`src/rtl/hazard_ctrl_mt.sv`:
```
// Multithreaded pipeline hazard controller: forwarding, load-use stall, branch flush, memory wait.
// Optional macro HAZ_PERF_CNT_EN adds a saturating stall-cycle performance counter.
//
// state    | meaning
// RUN      | normal issue; load-use stalls, branch flushes, deferred flush replay
// MEM_WAIT | memory not ready; whole pipe held, branch flush deferred until RUN
module hazard_ctrl_mt #(
    parameter int BITS_THREADS = 3,
    parameter int MEM_TIMEOUT  = 255
) (
    input  logic                    clk,
    input  logic                    clr,
    input  logic [4:0]              rs1_d,
    input  logic [4:0]              rs2_d,
    input  logic [BITS_THREADS-1:0] tid_d,
    input  logic [4:0]              rs1_e,
    input  logic [4:0]              rs2_e,
    input  logic [4:0]              rd_e,
    input  logic [BITS_THREADS-1:0] tid_e,
    input  logic [1:0]              res_src_e,
    input  logic                    pc_src_e,
    input  logic [4:0]              rd_m,
    input  logic [BITS_THREADS-1:0] tid_m,
    input  logic                    reg_write_m,
    input  logic                    mem_req_m,
    input  logic                    mem_ready_m,
    input  logic [4:0]              rd_w,
    input  logic [BITS_THREADS-1:0] tid_w,
    input  logic                    reg_write_w,
    output logic                    stall_f,
    output logic                    stall_d,
    output logic                    stall_e,
    output logic                    stall_m,
    output logic                    flush_d,
    output logic                    flush_e,
    output logic [1:0]              forward_a_e,
    output logic [1:0]              forward_b_e,
    output logic                    mem_err,
    output logic [31:0]             stall_cycles
);

    typedef enum logic {RUN = 1'b0, MEM_WAIT = 1'b1} state_t;

    localparam logic [7:0] TIMEOUT_CNT = 8'(MEM_TIMEOUT);

    state_t     state, state_next;
    logic       pending_flush, pending_flush_next;
    logic [7:0] wait_cnt, wait_cnt_next, wait_cnt_inc;
    logic       mem_err_next;
    logic       m_ok, w_ok, load_use;

    assign m_ok     = reg_write_m && (rd_m != 5'd0) && (tid_m == tid_e);
    assign w_ok     = reg_write_w && (rd_w != 5'd0) && (tid_w == tid_e);
    assign load_use = (res_src_e == 2'b01) && (rd_e != 5'd0) && (tid_e == tid_d) &&
                      ((rd_e == rs1_d) || (rd_e == rs2_d));
    assign wait_cnt_inc = wait_cnt + 8'd1;

    always_comb begin
        forward_a_e = 2'b00;
        forward_b_e = 2'b00;
        if (!clr) begin
            if (m_ok && (rd_m == rs1_e))      forward_a_e = 2'b10;
            else if (w_ok && (rd_w == rs1_e)) forward_a_e = 2'b01;
            if (m_ok && (rd_m == rs2_e))      forward_b_e = 2'b10;
            else if (w_ok && (rd_w == rs2_e)) forward_b_e = 2'b01;
        end
    end

    always_comb begin
        state_next         = state;
        pending_flush_next = pending_flush;
        wait_cnt_next      = wait_cnt;
        mem_err_next       = 1'b0;
        stall_f            = 1'b0;
        stall_d            = 1'b0;
        stall_e            = 1'b0;
        stall_m            = 1'b0;
        flush_d            = 1'b0;
        flush_e            = 1'b0;
        if (!clr) begin
            case (state)
                RUN: begin
                    wait_cnt_next = 8'd0;
                    if (mem_req_m && !mem_ready_m) begin
                        {stall_f, stall_d, stall_e, stall_m} = 4'b1111;
                        pending_flush_next = pending_flush | pc_src_e;
                        state_next         = MEM_WAIT;
                    end else begin
                        pending_flush_next = 1'b0;
                        if (load_use) begin
                            stall_f = 1'b1;
                            stall_d = 1'b1;
                            flush_e = 1'b1;
                        end
                        if (pc_src_e || pending_flush) begin
                            flush_d = 1'b1;
                            flush_e = 1'b1;
                        end
                    end
                end
                MEM_WAIT: begin
                    pending_flush_next = pending_flush | pc_src_e;
                    if (mem_ready_m) begin
                        state_next    = RUN;
                        wait_cnt_next = 8'd0;
                    end else begin
                        {stall_f, stall_d, stall_e, stall_m} = 4'b1111;
                        // The cycle that brings the count to the limit is the last wait cycle.
                        if (wait_cnt_inc >= TIMEOUT_CNT) begin
                            state_next    = RUN;
                            wait_cnt_next = 8'd0;
                            mem_err_next  = 1'b1;
                        end else begin
                            wait_cnt_next = wait_cnt_inc;
                        end
                    end
                end
                default: state_next = RUN;
            endcase
        end
    end

    always_ff @(posedge clk) begin
        if (clr) begin
            state         <= RUN;
            pending_flush <= 1'b0;
            wait_cnt      <= 8'd0;
            mem_err       <= 1'b0;
        end else begin
            state         <= state_next;
            pending_flush <= pending_flush_next;
            wait_cnt      <= wait_cnt_next;
            mem_err       <= mem_err_next;
        end
    end

`ifdef HAZ_PERF_CNT_EN
    logic [31:0] stall_cnt;

    always_ff @(posedge clk) begin
        if (clr)
            stall_cnt <= 32'd0;
        else if (stall_d && (stall_cnt != 32'hFFFF_FFFF))
            stall_cnt <= stall_cnt + 32'd1;
    end

    assign stall_cycles = stall_cnt;
`else
    assign stall_cycles = 32'd0;
`endif

endmodule

```
`config.mk`:
```
export PLATFORM = sky130hd
export DESIGN_NAME = hazard_ctrl_mt
export DESIGN_NICKNAME = d
export VERILOG_FILES = /design/src/rtl/hazard_ctrl_mt.sv
export SDC_FILE = /design/constraint.sdc
export NUM_CORES = 1
export LEC_CHECK = 0
export CORE_UTILIZATION = 37
export DETAILED_ROUTE_END_ITERATION = 10
export PLACE_DENSITY = 0.87
export REMOVE_ABC_BUFFERS = 1
export SLEW_MARGIN = 10
export SYNTH_ARGS = -nofsm -noshare
export SYNTH_HDL_FRONTEND = slang
export SYNTH_SLANG_ARGS = --single-unit
```
`constraint.sdc`:
```
create_clock -name clk -period 3.3 [get_ports clk]
set_clock_uncertainty 0.15 [all_clocks]
set_input_delay 0.33 -clock clk [delete_from_list [all_inputs] [get_ports clk]]
set_output_delay 0.33 -clock clk [all_outputs]
set_load 0.01 [all_outputs]
```
==> impl_metrics.prom <==
# TYPE chip_impl_metric gauge
chip_impl_metric{name="detail_route.wirelength",unit="mm"} 3.25
chip_impl_metric{name="die_width",unit="um"} 61.4
chip_impl_metric{name="met1_use_gr",unit=""} 0.217
chip_impl_metric{name="number_of_antenna_violations_at_the_first_check_in_global_routing",unit=""} 0
chip_impl_metric{name="power_density",unit="nW/um^2"} 209
chip_impl_info{name="crit_path_start",value="tid_e[1]"} 1
chip_impl_metric{name="power.internal",unit="mW"} 0.279
chip_impl_metric{name="cts_made_buffers",unit=""} 3
chip_impl_metric{name="synth-seq-cells",unit=""} 11
chip_impl_info{name="crit_type",value="in2out"} 1
chip_impl_metric{name="insertion_delay",unit="ns"} 0.28
chip_impl_metric{name="hold_buf_cts",unit=""} 0
chip_impl_metric{name="final_area",unit="um^2"} 1910
chip_impl_info{name="worstSetupEndpointType",value="primary output"} 1
chip_impl_metric{name="vdd.ir_drop.worst",unit="uV"} 79.1
chip_impl_metric{name="vias",unit=""} 1269
chip_impl_metric{name="wire_length_of_the_first_global_routing_pass",unit="mm"} 4.83
chip_impl_info{name="critical_path.most_common_cell",value="sky130_fd_sc_hd__clkdlybuf4s50_1"} 1
chip_impl_metric{name="worst_ep_arrival_time",unit="ns"} 2.58
chip_impl_metric{name="initial_core_utilization",unit=""} 0.389
chip_impl_metric{name="finalSetupTns",unit="ns"} 0
chip_impl_metric{name="leakage",unit="nW"} 0.730
chip_impl_metric{name="fin_crit_sh",unit=""} 0.926
chip_impl_metric{name="clock_share_of_power",unit=""} 0.234
chip_impl_metric{name="fmax",unit="MHz"} 327
chip_impl_metric{name="design.die.area",unit="um^2"} 3780
chip_impl_metric{name="number_of_global_route_vias_before_repair",unit=""} 1089
chip_impl_metric{name="switching_share",unit=""} 0.304
chip_impl_metric{name="syn-instance-count",unit=""} 165
chip_impl_info{name="critPathLaunchType",value="input pin"} 1
chip_impl_metric{name="r2r.worst_path.cells",unit=""} 5
chip_impl_metric{name="finalSetupViolations",unit=""} 0
chip_impl_metric{name="required_time_reported_for_the_critical_path_endpoint",unit="ns"} 2.82
chip_impl_metric{name="numClockSinks",unit=""} 11
chip_impl_metric{name="yosys_warnings",unit=""} 0
chip_impl_metric{name="path_buf_inv",unit=""} 2
chip_impl_metric{name="antenna_cells_inserted",unit=""} 0
chip_impl_metric{name="comb_power_share",unit=""} 0.428
chip_impl_info{name="critical_path.cell_chain",value="clkdlybuf4s50_1, xnor2_1, nand3_1, or4_1, o31ai_1, clkdlybuf4s50_1"} 1
chip_impl_info{name="setup.worst_path.end",value="flush_e"} 1
chip_impl_metric{name="pin_count_of_the_biggest_net_entering_global_routing",unit=""} 11
chip_impl_metric{name="timing.reg2reg.setup_slack",unit="ns"} 1.58
chip_impl_metric{name="final_net_count",unit=""} 290
chip_impl_metric{name="critical_path_cell_count",unit=""} 6
chip_impl_metric{name="drt-initial-drc-count",unit=""} 64
chip_impl_metric{name="drive_gt1_frac",unit=""} 0.0260
chip_impl_metric{name="seq_power_share",unit=""} 0.338
chip_impl_metric{name="gr-total-overflow",unit=""} 0
chip_impl_metric{name="hpwl_after_detailed_placement",unit="mm"} 2.82
chip_impl_metric{name="floorplan.rows",unit=""} 21
chip_impl_metric{name="synthToLayoutAreaGrowth",unit="%"} 46.3
chip_impl_metric{name="placed_area",unit="um^2"} 1880
chip_impl_metric{name="post-route-drc-count",unit=""} 0
chip_impl_metric{name="timing.final.crit_period",unit="ns"} 3.06
chip_impl_metric{name="synth_area_per_cell",unit="um^2"} 7.92
chip_impl_info{name="rsz_0062_raised_after_global_routing",value="no"} 1
chip_impl_metric{name="synth_sequential_area_ratio",unit=""} 0.168
chip_impl_metric{name="clock_tree.buffer_depth",unit=""} 2
chip_impl_metric{name="critPathMaxStageDelay",unit="ns"} 0.60
chip_impl_metric{name="max_slew.worst_pin.slew",unit="ns"} 0.602
chip_impl_metric{name="ios",unit=""} 99
chip_impl_metric{name="hold_viol_final",unit=""} 0
chip_impl_metric{name="timing.slew.headroom",unit=""} 0.597
chip_impl_metric{name="critPathMaxFanout",unit=""} 3
chip_impl_metric{name="cts.htree.levels",unit=""} 1
chip_impl_metric{name="timing.final.max_slew_violations",unit=""} 0
chip_impl_metric{name="detailedRoute.firstPassIterationCount",unit=""} 4
chip_impl_metric{name="mappedNetlistArea",unit="um^2"} 1310
chip_impl_info{name="worst_path_max_delay_cell",value="sky130_fd_sc_hd__clkdlybuf4s50_1"} 1
chip_impl_info{name="outcome",value="finished, final reports clean"} 1
chip_impl_info{name="cpLargestDelayFamily",value="buffers and inverters"} 1
chip_impl_metric{name="grt_util_met2",unit=""} 0.300
chip_impl_metric{name="track_usage",unit=""} 0.177
chip_impl_metric{name="avgViaCountPerCell",unit=""} 4.58
chip_impl_info{name="hold_path_class",value="reg2reg"} 1
chip_impl_metric{name="wl_per_cell",unit="um"} 11.7
chip_impl_metric{name="ant_nets",unit=""} 0
chip_impl_info{name="critical_path.reg2reg.startpoint",value="wait_cnt[0]"} 1
chip_impl_metric{name="number_of_distinct_library_cells_after_synthesis",unit=""} 29
chip_impl_metric{name="floorplan.die.height",unit="um"} 61.4
chip_impl_metric{name="cts.reportedPaths.clkPinSlew",unit="ns"} 0.07
chip_impl_metric{name="grtUsageMet3",unit=""} 0.0189
chip_impl_metric{name="p_sw",unit="mW"} 0.122
chip_impl_info{name="layout_common_cells",value="66 x sky130_fd_sc_hd__clkdlybuf4s50_1, 32 x sky130_fd_sc_hd__conb_1, 23 x sky130_fd_sc_hd__xnor2_1, 21 x sky130_fd_sc_hd__xor2_1, 11 x sky130_fd_sc_hd__dfxtp_1"} 1
chip_impl_info{name="gr_peak_layer",value="met2"} 1
chip_impl_metric{name="cap_viol_max_count",unit=""} 0
chip_impl_info{name="clockRootBuffer",value="sky130_fd_sc_hd__clkbuf_4"} 1
chip_impl_metric{name="io_buffers",unit=""} 66
chip_impl_metric{name="routabilityCongestion",unit=""} 0.867
chip_impl_info{name="worst_r2r_endpoint",value="state"} 1
chip_impl_info{name="most_common_cell_after_layout_fill_and_taps_aside",value="sky130_fd_sc_hd__clkdlybuf4s50_1"} 1
chip_impl_metric{name="floorplan.core_area",unit="um^2"} 3360
chip_impl_info{name="cts_tree",value="built"} 1
[through the flow]
stage	total power, mW	setup WS (ns)	util	hold WS [ns]	instances
2_1_floorplan	0.209	1.19	-	0.311	161
3_3_place_gp	0.306	0.232	0.560	0.338	273
4_1_cts	0.402	0.171	0.567	0.380	277
5_1_grt	0.425	0.0848	0.569	0.400	277
6_report	0.401	0.244	0.569	0.375	277
3_5_place_dp	0.308	0.171	0.560	0.362	273
[how the worst min path moves through the flow]
stage / end / start / slack, ns / cells after the start
floorplan: state / state / 0.31 / 1
global placement: state / state / 0.34 / 1
detailed placement: pending_flush / pending_flush / 0.36 / 2
CTS: pending_flush / pending_flush / 0.38 / 2
global route: state / state / 0.40 / 1
finish: pending_flush / pending_flush / 0.38 / 2
[layer usage]
metal	routed length, um	vias up	share of wire
li1	-	626	-
met1	1320	573	0.40
met2	1670	62	0.51
met3	187	8	0.058
met4	80	0	0.025
met5	0	-	0
[area by class of cell]
class	instances	area [um^2]
tap	46	57.6
inverter	4	15.0
fill	334	1450
sequential	11	220
clock buffer	4	26.3
timing repair buffer	66	661
multi-input combinational	146	933
[tightest hold or removal path, delay by kind of cell (launching register included)]
family	cells	cell delay, ns
and+or+nand+nor	1	0.10
DFF	1	0.31
AOI/OAI and AO/OA	1	0.08
[cell usage after synthesis]
master                      n  area (um^2)
sky130_fd_sc_hd__a211oi_1   8         60.1
sky130_fd_sc_hd__a21o_1     2         15.0
sky130_fd_sc_hd__a22oi_1    1         7.51
sky130_fd_sc_hd__a31oi_1    1         6.26
sky130_fd_sc_hd__and2_1     2         12.5
sky130_fd_sc_hd__and3b_1    1         8.76
sky130_fd_sc_hd__buf_2      1         5.00
sky130_fd_sc_hd__buf_4     34          255
sky130_fd_sc_hd__conb_1     1         3.75
sky130_fd_sc_hd__dfxtp_1   11          220
sky130_fd_sc_hd__ha_1       2         25.0
sky130_fd_sc_hd__inv_1      4         15.0
sky130_fd_sc_hd__nand2_1    8         30.0
sky130_fd_sc_hd__nand2b_1   2         12.5
sky130_fd_sc_hd__nand3_1    9         45.0
sky130_fd_sc_hd__nor2_1     8         30.0
sky130_fd_sc_hd__nor2b_1    3         18.8
sky130_fd_sc_hd__nor3_1     8         40.0
sky130_fd_sc_hd__nor4_1     2         12.5
sky130_fd_sc_hd__o211ai_1   1         7.51
sky130_fd_sc_hd__o211ai_2   1         12.5
sky130_fd_sc_hd__o21ai_0    2         10.0
sky130_fd_sc_hd__o21bai_1   1         7.51
sky130_fd_sc_hd__o31ai_1    2         15.0
sky130_fd_sc_hd__or2_2      1         6.26
sky130_fd_sc_hd__or4_1      4         30.0
sky130_fd_sc_hd__or4b_1     1         10.0
sky130_fd_sc_hd__xnor2_1   23          201
sky130_fd_sc_hd__xor2_1    21          184
[power by group through the flow]
stage / sequential [mW] / clock [mW] / combinational (mW)
finish: 0.135 / 0.0939 / 0.171
global route: 0.135 / 0.104 / 0.186
CTS: 0.135 / 0.0973 / 0.170
detailed placement: 0.138 / 0 / 0.169
global placement: 0.138 / 0 / 0.168
floorplan: 0.138 / 0 / 0.0707
[registers in the layout, indices dropped and copies added, names as in the netlist]
register and cells:
wait_cnt 8, state 1, pending_flush 1, mem_err 1
[cell families (layout without fill, tap and decap cells)]
group,after synthesis,in the layout,share of synthesized area
AO/OA/AOI/OAI,19,19,0.108
flip-flops,11,11,0.168
other,1,32,0.00287
XOR/XNOR,44,44,0.295
AND/OR/NAND/NOR,49,49,0.196
adder cells (fa/ha/maj),2,2,0.0191
buffers and inverters,39,74,0.211
[repair_timing]
| item | CTS | global route |
|---|---|---|
| setup buffers | 0 | 0 |
| resized for setup | 0 | 1 |
| setup endpoints to repair | 0 | 1 |
Note: power is estimated with default switching activity, not from simulation.
